### src/rtl/ni_route_lut_pkg.sv
// rtl/ni_route_lut_pkg.sv - shared config encodings and table entry type for the route LUT
package ni_route_pkg;

    localparam int NI_ADDR_W = 32;
    localparam int NI_PATH_W = 7;
    localparam int NI_TGT_W  = 4;

    localparam logic [1:0] CFG_BASE  = 2'd0;
    localparam logic [1:0] CFG_LIMIT = 2'd1;
    localparam logic [1:0] CFG_ROUTE = 2'd2;
    localparam logic [1:0] CFG_VALID = 2'd3;

    typedef struct packed {
        logic                 valid;
        logic [NI_ADDR_W-1:0] base;
        logic [NI_ADDR_W-1:0] limit;
        logic [NI_PATH_W-1:0] path;
        logic [NI_TGT_W-1:0]  target;
    } route_entry_t;

endpackage

### src/rtl/ni_route_lut_if.sv
// rtl/ni_route_lut_if.sv - lookup request/response handshake between initiator and route LUT
interface ni_route_if #(
    parameter int ADDR_W = 32,
    parameter int PATH_W = 7,
    parameter int TGT_W  = 4
);
    logic              req_valid;
    logic              req_ready;
    logic [ADDR_W-1:0] req_addr;
    logic              resp_valid;
    logic              resp_ready;
    logic [PATH_W-1:0] resp_path;
    logic [TGT_W-1:0]  resp_target;
    logic              resp_fail;

    modport master (
        output req_valid, req_addr, resp_ready,
        input  req_ready, resp_valid, resp_path, resp_target, resp_fail
    );

    modport slave (
        input  req_valid, req_addr, resp_ready,
        output req_ready, resp_valid, resp_path, resp_target, resp_fail
    );
endinterface

### src/rtl/ni_route_lut_range_cmp.sv
// rtl/ni_route_lut_range_cmp.sv - combinational window match for one table entry
module ni_route_range_cmp
    import ni_route_pkg::*;
(
    input  route_entry_t         i_entry,
    input  logic [NI_ADDR_W-1:0] i_addr,
    output logic                 o_hit,
    output logic [NI_PATH_W-1:0] o_path,
    output logic [NI_TGT_W-1:0]  o_target
);
    // base >= limit can never satisfy both bounds, so no separate empty-window test
    assign o_hit    = i_entry.valid && (i_addr >= i_entry.base) && (i_addr < i_entry.limit);
    assign o_path   = o_hit ? i_entry.path   : '0;
    assign o_target = o_hit ? i_entry.target : '0;
endmodule

### src/rtl/ni_route_lut.sv
// rtl/ni_route_lut.sv - programmable address-window route table with registered lookup
// Optional overlap detection output multi_hit under NI_ROUTE_LUT_OVERLAP_CHK_EN.
module ni_route_lut
    import ni_route_pkg::*;
#(
    parameter int                ADDR_W    = NI_ADDR_W,
    parameter int                PATH_W    = NI_PATH_W,
    parameter int                TGT_W     = NI_TGT_W,
    parameter int                N_RANGES  = 4,
    parameter int                CNT_W     = 16,
    parameter logic [ADDR_W-1:0] DEF_BASE  = 32'h1a000000,
    parameter logic [ADDR_W-1:0] DEF_LIMIT = 32'h1fffffff,
    parameter logic [PATH_W-1:0] DEF_PATH  = 7'b0000001,
    parameter logic [TGT_W-1:0]  DEF_TGT   = 4'hc,
    localparam int               IDX_W     = (N_RANGES > 1) ? $clog2(N_RANGES) : 1
) (
    input  logic              clock,
    input  logic              reset,
    ni_route_if.slave         bus,
    input  logic              cfg_we,
    input  logic [IDX_W-1:0]  cfg_idx,
    input  logic [1:0]        cfg_field,
    input  logic [ADDR_W-1:0] cfg_wdata,
    output logic [CNT_W-1:0]  fail_cnt,
    input  logic              fail_clr
`ifdef NI_ROUTE_LUT_OVERLAP_CHK_EN
    ,
    output logic              multi_hit
`endif
);
    localparam logic [CNT_W-1:0] CNT_ONE = {{(CNT_W-1){1'b0}}, 1'b1};
    localparam logic [CNT_W-1:0] CNT_MAX = {CNT_W{1'b1}};

    route_entry_t       r_tab [N_RANGES];
    logic               r_resp_valid;
    logic [PATH_W-1:0]  r_resp_path;
    logic [TGT_W-1:0]   r_resp_target;
    logic               r_resp_fail;
    logic [CNT_W-1:0]   r_fail_cnt;

    logic [N_RANGES-1:0] w_hit;
    logic [PATH_W-1:0]   w_rt_path [N_RANGES];
    logic [TGT_W-1:0]    w_rt_tgt  [N_RANGES];
    logic [PATH_W-1:0]   w_path;
    logic [TGT_W-1:0]    w_tgt;
    logic                w_any;
    logic                w_req_ready;
    logic                w_accept;
    logic                w_idx_ok;

    for (genvar g = 0; g < N_RANGES; g++) begin : g_cmp
        ni_route_range_cmp u_cmp (
            .i_entry  (r_tab[g]),
            .i_addr   (bus.req_addr),
            .o_hit    (w_hit[g]),
            .o_path   (w_rt_path[g]),
            .o_target (w_rt_tgt[g])
        );
    end

    // Walk from the top so the lowest matching index is the last to be written
    always_comb begin
        w_path = '0;
        w_tgt  = '0;
        w_any  = 1'b0;
        for (int i = N_RANGES - 1; i >= 0; i--) begin
            if (w_hit[i]) begin
                w_path = w_rt_path[i];
                w_tgt  = w_rt_tgt[i];
                w_any  = 1'b1;
            end
        end
    end

    assign w_req_ready = !r_resp_valid || bus.resp_ready;
    assign w_accept    = bus.req_valid && w_req_ready;
    assign w_idx_ok    = ({{(32-IDX_W){1'b0}}, cfg_idx} < 32'(N_RANGES));

    always_ff @(posedge clock) begin
        if (reset) begin
            for (int i = 0; i < N_RANGES; i++) begin
                r_tab[i] <= '0;
            end
            r_tab[0] <= '{valid: 1'b1, base: DEF_BASE, limit: DEF_LIMIT,
                          path: DEF_PATH, target: DEF_TGT};
        end else if (cfg_we && w_idx_ok) begin
            case (cfg_field)
                CFG_BASE:  r_tab[cfg_idx].base  <= cfg_wdata;
                CFG_LIMIT: r_tab[cfg_idx].limit <= cfg_wdata;
                CFG_ROUTE: begin
                    r_tab[cfg_idx].path   <= cfg_wdata[PATH_W-1:0];
                    r_tab[cfg_idx].target <= cfg_wdata[PATH_W+TGT_W-1:PATH_W];
                end
                CFG_VALID: r_tab[cfg_idx].valid <= cfg_wdata[0];
                default:   ;
            endcase
        end
    end

    always_ff @(posedge clock) begin
        if (reset) begin
            r_resp_valid  <= 1'b0;
            r_resp_path   <= '0;
            r_resp_target <= '0;
            r_resp_fail   <= 1'b0;
        end else if (w_accept) begin
            r_resp_valid  <= 1'b1;
            r_resp_path   <= w_path;
            r_resp_target <= w_tgt;
            r_resp_fail   <= !w_any;
        end else if (bus.resp_ready) begin
            r_resp_valid  <= 1'b0;
        end
    end

    always_ff @(posedge clock) begin
        if (reset || fail_clr) begin
            r_fail_cnt <= '0;
        end else if (w_accept && !w_any && (r_fail_cnt != CNT_MAX)) begin
            r_fail_cnt <= r_fail_cnt + CNT_ONE;
        end
    end

`ifdef NI_ROUTE_LUT_OVERLAP_CHK_EN
    logic r_multi_hit;

    always_ff @(posedge clock) begin
        if (reset) begin
            r_multi_hit <= 1'b0;
        end else if (w_accept) begin
            r_multi_hit <= ($countones(w_hit) > 1);
        end
    end

    assign multi_hit = r_multi_hit;
`endif

    assign bus.req_ready   = w_req_ready;
    assign bus.resp_valid  = r_resp_valid;
    assign bus.resp_path   = r_resp_path;
    assign bus.resp_target = r_resp_target;
    assign bus.resp_fail   = r_resp_fail;
    assign fail_cnt        = r_fail_cnt;
endmodule

### src/flat_wrapper.sv
// flat-port wrapper written by rule: the top's interface ports become plain ports
module ni_route_lut_flat import ni_route_pkg::*;
#(
    parameter int                ADDR_W    = NI_ADDR_W,
    parameter int                PATH_W    = NI_PATH_W,
    parameter int                TGT_W     = NI_TGT_W,
    parameter int                N_RANGES  = 4,
    parameter int                CNT_W     = 16,
    parameter logic [ADDR_W-1:0] DEF_BASE  = 32'h1a000000,
    parameter logic [ADDR_W-1:0] DEF_LIMIT = 32'h1fffffff,
    parameter logic [PATH_W-1:0] DEF_PATH  = 7'b0000001,
    parameter logic [TGT_W-1:0]  DEF_TGT   = 4'hc,
    localparam int               IDX_W     = (N_RANGES > 1) ? $clog2(N_RANGES) : 1
)
  (clock, reset, cfg_we, cfg_idx, cfg_field, cfg_wdata, fail_cnt, fail_clr, bus_req_valid, bus_req_addr, bus_resp_ready, bus_req_ready, bus_resp_valid, bus_resp_path, bus_resp_target, bus_resp_fail);
  ni_route_if #(.ADDR_W(ADDR_W), .PATH_W(PATH_W), .TGT_W(TGT_W)) bus_i ();
  input  logic clock;
  input  logic reset;
  input  logic cfg_we;
  input  logic [IDX_W-1:0] cfg_idx;
  input  logic [1:0] cfg_field;
  input  logic [ADDR_W-1:0] cfg_wdata;
  output logic [CNT_W-1:0] fail_cnt;
  input  logic fail_clr;
  input wire logic [$bits(bus_i.req_valid)-1:0] bus_req_valid;
  input wire logic [$bits(bus_i.req_addr)-1:0] bus_req_addr;
  input wire logic [$bits(bus_i.resp_ready)-1:0] bus_resp_ready;
  output wire logic [$bits(bus_i.req_ready)-1:0] bus_req_ready;
  output wire logic [$bits(bus_i.resp_valid)-1:0] bus_resp_valid;
  output wire logic [$bits(bus_i.resp_path)-1:0] bus_resp_path;
  output wire logic [$bits(bus_i.resp_target)-1:0] bus_resp_target;
  output wire logic [$bits(bus_i.resp_fail)-1:0] bus_resp_fail;
  assign bus_i.req_valid = bus_req_valid;
  assign bus_i.req_addr = bus_req_addr;
  assign bus_i.resp_ready = bus_resp_ready;
  assign bus_req_ready = bus_i.req_ready;
  assign bus_resp_valid = bus_i.resp_valid;
  assign bus_resp_path = bus_i.resp_path;
  assign bus_resp_target = bus_i.resp_target;
  assign bus_resp_fail = bus_i.resp_fail;
  ni_route_lut #(.ADDR_W(ADDR_W), .PATH_W(PATH_W), .TGT_W(TGT_W), .N_RANGES(N_RANGES), .CNT_W(CNT_W), .DEF_BASE(DEF_BASE), .DEF_LIMIT(DEF_LIMIT), .DEF_PATH(DEF_PATH), .DEF_TGT(DEF_TGT)) u_core (.clock(clock), .reset(reset), .bus(bus_i), .cfg_we(cfg_we), .cfg_idx(cfg_idx), .cfg_field(cfg_field), .cfg_wdata(cfg_wdata), .fail_cnt(fail_cnt), .fail_clr(fail_clr));
endmodule
### config.mk
export PLATFORM = sky130hd
export DESIGN_NAME = ni_route_lut_flat
export DESIGN_NICKNAME = d
export VERILOG_FILES = /design/src/rtl/ni_route_lut_pkg.sv /design/src/rtl/ni_route_lut_if.sv /design/src/rtl/ni_route_lut_range_cmp.sv /design/src/rtl/ni_route_lut.sv /design/src/flat_wrapper.sv
export SDC_FILE = /design/constraint.sdc
export NUM_CORES = 1
export LEC_CHECK = 0
export BUFFER_PORTS_ARGS = -buffer_cell sky130_fd_sc_hd__buf_4
export CAP_MARGIN = 0
export CORE_ASPECT_RATIO = 1.5
export CORE_MARGIN = 3
export CORE_UTILIZATION = 25
export CTS_CLUSTER_DIAMETER = 100
export DETAILED_ROUTE_END_ITERATION = 12
export GPL_ROUTABILITY_DRIVEN = 0
export HOLD_SLACK_MARGIN = 0.12
export PLACE_DENSITY = 0.4
export SLEW_MARGIN = 20
export SYNTH_ARGS = -nofsm -noshare
export SYNTH_HDL_FRONTEND = slang
export SYNTH_SLANG_ARGS = --single-unit
### constraint.sdc
create_clock -name clock -period 3.09 [get_ports clock]
set_clock_uncertainty 0.05 [all_clocks]
set_input_delay 0 -clock clock [delete_from_list [all_inputs] [get_ports clock]]
set_output_delay 0 -clock clock [all_outputs]
set_load 0.05 [all_outputs]
== Word level (Yosys, flattened, before mapping) ==
Memories as Yosys holds them, arrays and structs flattened.
Cells that the tools add are included.

* Bits in writable memories: 304
* Bits in read-only memories: 0
* Register bits after elaboration: 29
* Output and inout bits: 30
* Latch bits: 0
* Memories: 1
* Logic and storage cells: 74

{| class="wikitable"
|+ Memories
! memory !! words !! bits a word !! rd ports !! clocked after memory_dff !! write ports !! RTL line !! text
|-
| u_core.r_tab || 4 || 76 || 4 || 0 || 4 || ni_route_lut.sv:34 || <nowiki>route_entry_t r_tab [N_RANGES];</nowiki>
|}

* Div/mod/pow operators: 0
* $add $sub $neg: 1
* Multiply operators: 0
* Bitwise logic cells: 1
* Order comparisons: 8
* Reduce and logical (&&, ||, !) cells: 18
* Equal/unequal tests: 4
* Shift operators: 0
* Multiplexer cells: 36

{| class="wikitable"
|+ Operators by type and width
! operator !! count
|-
| $mux W76 || 2
|-
| $ge A32 B32 Y1 || 4
|-
| $lt A32 B32 Y1 || 4
|-
| $reduce_or A76 Y1 || 1
|-
| $mux W7 || 4
|-
| $mux W1 || 24
|-
| $mux W4 || 5
|-
| $add A16 B1 Y16 const B || 1
|-
| $ne A16 B16 Y1 const B || 1
|-
| $logic_and A1 B1 Y1 || 11
|-
| $eq A2 B2 Y1 const B || 2
|-
| $eq A2 B1 Y1 const B || 1
|-
| $logic_not A1 Y1 || 2
|-
| $logic_not A2 Y1 || 1
|-
| $logic_or A1 B1 Y1 || 2
|-
| $mux W2 || 1
|-
| $reduce_bool A2 Y1 || 1
|-
| $or A1 B1 Y1 || 1
|}

== Longest topological paths before layout ==
Gate-level depths: netlist of run 1.
An unclocked memory read counts as a cell.

* Depth after elaboration: 11
* Mapped depth: 13

== Cells and area by module ==
From an unflattened synthesis of run 1, not the netlist that was laid out.

* Cell total of the unflattened synthesis: 1978
* Area, all modules: 18978.2 sq um

{| class="wikitable"
|+ Modules (own cells, without submodules)
! module !! cells each !! instances !! seq. area each (sq um) !! area an instance (sq um)
|-
| ni_route_lut || 994 || 1 || 8948.6 || 12201.7
|-
| ni_route_range_cmp || 246 || 4 || 0.0 || 1694.1
|}

== Least setup slack after synthesis of run 1 ==
OpenSTA, ideal clock, no wires.

* Path kind: input to register
* Start: input cfg_we
* End: memory u_core.r_tab[3][43] (netlist name) (enable)
* Data required time: 2574 ps
* Cell stages on the path: 3
* Setup time: 466 ps
* Path slack: 34 ps
* Arrival time: 2540 ps
* Buffers on the path: 0
* Cell sequence: nor2b_1 nand3_1 o21ai_0

{| class="wikitable"
|+ RTL lines
! item !! RTL line !! text
|-
| start: declaration || flat_wrapper.sv:19 || <nowiki>input logic cfg_we;</nowiki>
|-
| end: declaration || ni_route_lut.sv:34 ||
|}

==> reports/qor.csv, run 1 <==
stage,metric,value,unit
outcome,status,"complete, but fails checks",
outcome,violations,negative setup slack,
critical_path,r2r_slack,-0.13,ns
critical_path,cp-end-kind,register,
placement,placed_cells,2997,
layout,drive_above_1_share,17.4,%
clock_network,cts_tree,built,
job,maxCapViolCount,0,
synth,ys_types,68,
clock_network,clockBufferDepth,3,
sta,relSlewSlack,44.0,%
detailed_routing,routed_wl,60400,um
placement,dp_hpwl,45000,um
layout,area_growth,28.3,%
global_routing,overflow,0,
synth,yosys_warnings,0,
floorplan,core_area,72700,um^2
layout,stdcell_count,3130,
detailed_routing,first_iter_violations,762,
synth,synth-edff-count,228,
detailed_routing,num_vias,14415,
floorplan,die_height,338,um
synth,syn_area,18400,um^2
min_path,min_from,fail_clr,
sta,setup_tns,-0.907,ns
detailed_routing,vias_per_cell,4.61,
critical_path,worstReg2RegStart,u_core.r_tab[2][43],
min_path,holdPathEnd,u_core.fail_cnt[13],
global_routing,antenna_found_initial,0,
sta,min_period,3.22,ns
layout,multiInputGateArea,8410,um^2
clock_network,clkLatencyLatePin,0.56,ns
global_routing,grt_max_degree,49,
placement,port_buffers,103,
critical_path,r2r_cells,11,
critical_path,crit_type,register to register,
min_path,min_path_cells,4,
global_routing,grt_pass1_wl,89800,um
synth,synthesis.nets,2207,
layout,fill_cells,7524,
critical_path,cp.required,3.49,ns
synth,ys.flop_type,edfxtp_1,
layout,num_antenna_cells,0,
floorplan,dieArea,76800,um^2
power_and_ir_drop,power.density,486,nW/um^2
detailed_routing,post-route-drc-count,0,
synth,ys_seq_area_share,48.7,%
clock_network,cts.clk_slew.worst_paths,0.06,ns
sta,hold_viol_final,0,
power_and_ir_drop,peakVddDrop,0.000339,V
synth,ys_ff_latch,333,
synth,synthArstFlopShare,0,%
sta,worst_pin_slew,0.838,ns
clock_network,cts_made_buffers,38,
detailed_routing,ant_nets,0,
detailed_routing,routedWlPerCell,19.3,um
critical_path,crit_arrival,3.62,ns
clock_network,cts_max_level,2,
floorplan,row_count,121,
min_path,hold_class,input pin to register,
clock_network,clockRootBuffer,clkbuf_16,
sta,drv_slew,0,
critical_path,startpoint_type,register,
critical_path,crit_path_max_fanout,8,
floorplan,die_x,227,um
sta,fmax,311,MHz
critical_path,worstReg2RegEnd,u_core.fail_cnt[4],
sta,finalSetupViolCount,13,
clock_network,cts.sinks,333,
layout,final_net_count,2505,
global_routing,grt.total_usage,15.8,%
layout,regArea,8950,um^2
power_and_ir_drop,leakagePower,10.7,nW
floorplan,initial_utilization,25.3,%
synth,synth.avg_cell_area,9.76,um^2
global_routing,grt_pass1_vias,14693,
sta,fin_crit_sh,104,%
sta,setup_ws,-0.130,ns
floorplan,ios,104,
detailed_routing,dr.pass1.iters,5,
sta,rsz0062_at_grt,yes,
synth,netlist_instances,1880,
[cell type report]
cell class | count | area share (%)
timing repair buffer | 312 | 11.3
clock buffer | 53 | 4.58
multi-input combinational | 1194 | 35.7
inverter | 299 | 4.76
sequential | 333 | 38.0
clock inverter | 17 | 0.754
tap | 922 | 4.90
[per-layer routing]
metal / wire length [um] / track usage, % / vias up
met5: 0 / 0 / -
li1: - / - / 7155
met4: 2520 / 6.23 / 0
met3: 1640 / 1.75 / 101
met2: 30700 / 28.7 / 227
met1: 25600 / 18.8 / 6932
[synthesized netlist by cell type (all sizes together), types with 15 or more instances]
| library cell | number | area (um^2) |
|---|---|---|
| nand2 | 143 | 537 |
| nor2 | 277 | 1040 |
| a21o | 33 | 248 |
| nand4 | 41 | 257 |
| nor3 | 15 | 75.1 |
| o21ai | 71 | 355 |
| o211ai | 41 | 308 |
| ha | 253 | 3170 |
| and3 | 15 | 93.8 |
| inv | 299 | 1120 |
| a21oi | 125 | 626 |
| a21boi | 15 | 113 |
| clkbuf | 49 | 184 |
| dfxtp | 105 | 2100 |
| edfxtp | 228 | 6850 |
| nand3 | 19 | 95.1 |
[where the power goes]
| group | leakage (nW) | internal, mW | switching [mW] |
|---|---|---|---|
| Clock | 0.609 | 2.70 | 1.95 |
| Sequential | 3.03 | 4.98 | 0.0744 |
| Combinational | 7.05 | 0.743 | 1.01 |
[timing repair]
action,CTS,global route
setup endpoints to repair,28,28
hold endpoints to repair,371,0
hold buffers,49,0
gates cloned,1,0
pin swaps,17,19
buffers inserted,8,6
gates resized for setup,39,51
[kinds of logic after synthesis]
group	Yosys count	share of synthesized area (%)
fa+ha+maj	253	17.2
compound gates	372	13.0
simple gates	565	13.5
buf+inv	353	7.26
flops	333	48.7
mux	3	0.164
xor+xnor	1	0.0477
[state kept, by name (all words and copies together), names as in the netlist]
signal / flops
u_core.fail_cnt: 16
u_core.bus.resp_target: 4
u_core.bus.resp_path: 7
u_core.r_tab: 304
u_core.bus.resp_valid: 1
u_core.bus.resp_fail: 1
[worst max-delay path by stage]
stage	startpoint	to	slack, ns	depth (start not counted)
after detailed placement	bus_req_addr[28]	u_core.fail_cnt[10]	-1.14	13
after global routing	u_core.r_tab[2][43]	u_core.fail_cnt[10]	-0.25	10
after floorplan	cfg_we	u_core.r_tab[3][43]	0.03	3
final	u_core.r_tab[2][43]	u_core.fail_cnt[4]	-0.13	11
after CTS	u_core.r_tab[2][43]	u_core.fail_cnt[6]	-0.14	12
after global placement	bus_req_addr[28]	u_core.fail_cnt[10]	-1.15	13
[critical path, cell delays in order, from the launching register on]
cell and delay, ns:
edfxtp_1 0.38, ha_1 0.29, nand2b_4 0.15, a2111oi_4 0.35, a2111oi_2 0.09, or4b_1 0.53, a41o_1 0.23, a22o_1 0.26
and4bb_4 0.36, buf_12 0.14, a31oi_1 0.08, a41o_1 0.21
[metrics by stage]
step	power, mW	utilization (%)	instance area [um^2]	setup slack, ns	hold WS [ns]
floorplan	5.96	-	18400	0.0344	0.0751
global placement	6.73	29.4	21400	-1.15	0.205
detailed placement	6.76	29.4	21400	-1.14	0.217
CTS	11.6	32.2	23400	-0.139	0.206
global route	12.0	32.4	23600	-0.245	0.254
finish	11.5	32.4	23600	-0.130	0.234
[layout by cell type (no fill, tap or decap), types with 6 or more instances in the layout]
cell type	instances
nor3_1	14
o21a_1	10
nand3_1	18
inv_1	297
nor2b_1	10
clkbuf_16	39
a21oi_1	121
dlygate4sd3_1	49
a32oi_1	8
buf_12	14
a211oi_1	13
edfxtp_1	228
nand2_1	139
o211ai_1	41
nand2b_1	10
buf_4	243
buf_6	6
nor2_1	274
clkbuf_1	9
nand4_1	41
dfxtp_1	105
ha_1	251
o21ai_1	8
a21boi_2	8
and3_1	15
a21o_1	33
o21ai_0	59
Power figures use the tool's default switching activity.
==> run 2: changes to the inputs <==
PLACE_DENSITY = 0.38   (was 0.4)
clock period = 3.4 ns   (was 3.09 ns; I/O delays follow)
==> reports/qor.csv, run 2 (synthesis results as in run 1) <==
stage,metric,value,unit
sta,worst_pin_slew,1.07,ns
critical_path,startpoint_type,register,
clock_network,cts_max_level,2,
power_and_ir_drop,peakVddDrop,0.000298,V
sta,relSlewSlack,28.7,%
floorplan,core_area,72700,um^2
floorplan,row_count,121,
detailed_routing,vias_per_cell,4.64,
critical_path,crit_type,register to register,
clock_network,clockRootBuffer,clkbuf_16,
layout,area_growth,21.8,%
global_routing,grt_pass1_vias,14217,
layout,final_net_count,2395,
detailed_routing,routedWlPerCell,19.9,um
critical_path,cp-end-kind,register,
floorplan,dieArea,76800,um^2
global_routing,grt_max_degree,49,
detailed_routing,dr.pass1.iters,5,
critical_path,r2r_cells,11,
global_routing,grt.total_usage,15.7,%
floorplan,ios,104,
critical_path,cp_cell_sequence,inv_1 > ha_1 > nand2_1 > o21ai_0 > a31oi_1 > o211ai_1 > nand4b_1 > a22o_1 > nand4bb_4 > or4_4 > a21oi_2,
sta,setup_tns,0,ns
sta,drv_slew,0,
sta,rsz0062_at_grt,yes,
clock_network,clockBufferDepth,3,
min_path,min_from,cfg_wdata[2],
clock_network,cts_made_buffers,39,
clock_network,clkLatencyLatePin,0.57,ns
detailed_routing,num_vias,13994,
layout,final_core_util,30.8,%
global_routing,grt_pass1_wl,88600,um
critical_path,r2r_slack,0.14,ns
job,maxCapViolCount,0,
critical_path,worstReg2RegEnd,u_core.fail_cnt[10],
floorplan,initial_utilization,25.3,%
sta,min_period,3.26,ns
outcome,status,completed,
critical_path,crit_path_max_fanout,3,
min_path,min_path_cells,3,
layout,fill_cells,7657,
min_path,holdPathEnd,u_core.r_tab[1][6],
critical_path,cp.required,3.85,ns
placement,dp_hpwl,44200,um
clock_network,cts_tree,built,
sta,hold_viol_final,0,
layout,final_common_cell,inv_1,
critical_path,crit_arrival,3.71,ns
clock_network,cts.clk_slew.worst_paths,0.06,ns
global_routing,overflow,0,
layout,drive_above_1_share,12.1,%
placement,port_buffers,103,
detailed_routing,ant_nets,0,
critical_path,max_stage_delay,0.53,ns
layout,largest-register,u_core.r_tab,
layout,largest_register_ffs,304,
detailed_routing,routed_wl,60100,um
clock_network,cts.sinks,333,
floorplan,die_x,227,um
power_and_ir_drop,power.density,449,nW/um^2
sta,finalSetupViolCount,0,
detailed_routing,post-route-drc-count,0,
sta,fmax,307,MHz
global_routing,antenna_found_initial,0,
detailed_routing,first_iter_violations,650,
layout,mostFrequentLayoutCells,"296 x inv_1, 276 x nor2_1, 251 x ha_1",
sta,fin_crit_sh,95.9,%
power_and_ir_drop,leakagePower,10.1,nW
floorplan,die_height,338,um
critical_path,worstReg2RegStart,u_core.r_tab[3][18],
critical_path,cp_slowest_cell,or4_4,
min_path,hold_class,input pin to register,
layout,num_antenna_cells,0,
## run 2: changes by cell type in the layout (fill, tap and decap cells not counted), moves of 3 or more
cell | previous run | this run
a221oi_2 | 5 | 2
dlygate4sd3_1 | 49 | 40
clkbuf_1 | 9 | 18
o21ai_1 | 8 | 0
buf_4 | 243 | 154
buf_12 | 14 | 5
clkbuf_8 | 5 | 1
a21boi_2 | 8 | 3
a21boi_0 | 2 | 9
a221oi_1 | 1 | 4
buf_6 | 6 | 2
a2111oi_2 | 4 | 1
o21ai_0 | 59 | 68
## run 2: power by group
group          total (mW)  leakage, nW  switching [mW]  internal, mW
clock network        4.02        0.566            1.75          2.28
registers            4.59         3.03          0.0668          4.53
logic                1.42         6.45           0.871         0.546
## run 2: metal layers
metal  up-vias  track usage, %  part of all wire [%]
met5         -               0                     0
met4         0            4.81                   3.1
met3        79            1.80                   2.8
met2       199            29.6                    53
met1      6782            18.5                    42
li1       6934               -                     -
## run 2: cell type report
cell class	instances	area (um^2)	share of cell area, %
sequential	333	8950	40.0
multi-input combinational	1194	8290	37.1
timing repair buffer	201	1680	7.51
tap	922	1150	5.16
inverter	299	1120	5.02
clock buffer	59	1080	4.84
clock inverter	11	88.8	0.397
## run 2: through the flow
step | instance area [um^2] | instances | power (mW) | setup slack, ns | hold WS, ns
floorplan | 18400 | 1880 | 5.42 | 0.344 | 0.0751
global placement | 20500 | 2901 | 6.02 | -1.09 | 0.192
detailed placement | 20500 | 2901 | 6.04 | -1.14 | 0.210
CTS | 22200 | 3012 | 10.2 | -0.00972 | 0.133
global route | 22400 | 3019 | 10.5 | -0.0202 | 0.179
finish | 22400 | 3019 | 10.0 | 0.141 | 0.131
## run 2: worst max path at each step
stage               slack, ns  depth (start not counted)                 from                        end
floorplan                0.34                          3               cfg_we        u_core.r_tab[3][43]
global placement        -1.09                         11  u_core.r_tab[0][74]        u_core.fail_cnt[10]
detailed placement      -1.14                         11  u_core.r_tab[0][74]        u_core.fail_cnt[10]
CTS                     -0.01                         13  u_core.r_tab[1][45]  u_core.bus.resp_target[1]
global route            -0.02                         13  u_core.r_tab[1][45]        u_core.fail_cnt[10]
finish                   0.14                         11  u_core.r_tab[3][18]        u_core.fail_cnt[10]
## run 2: what timing repair did
action,in CTS,in global routing
pin swaps,2,13
setup buffers,1,7
hold buffers,40,0
endpoints found under the hold margin,265,0
endpoints found under the setup margin,28,24
gates resized for setup,16,24
## run 2: worst max-delay path: cells and delay by family (launching register included)
family / cells / cell delay (ns)
DFF: 1 / 0.32
buffers and inverters: 1 / 0.04
adders and majority gates: 1 / 0.28
AOI/OAI and AO/OA: 5 / 1.26
and+or+nand+nor: 4 / 1.24
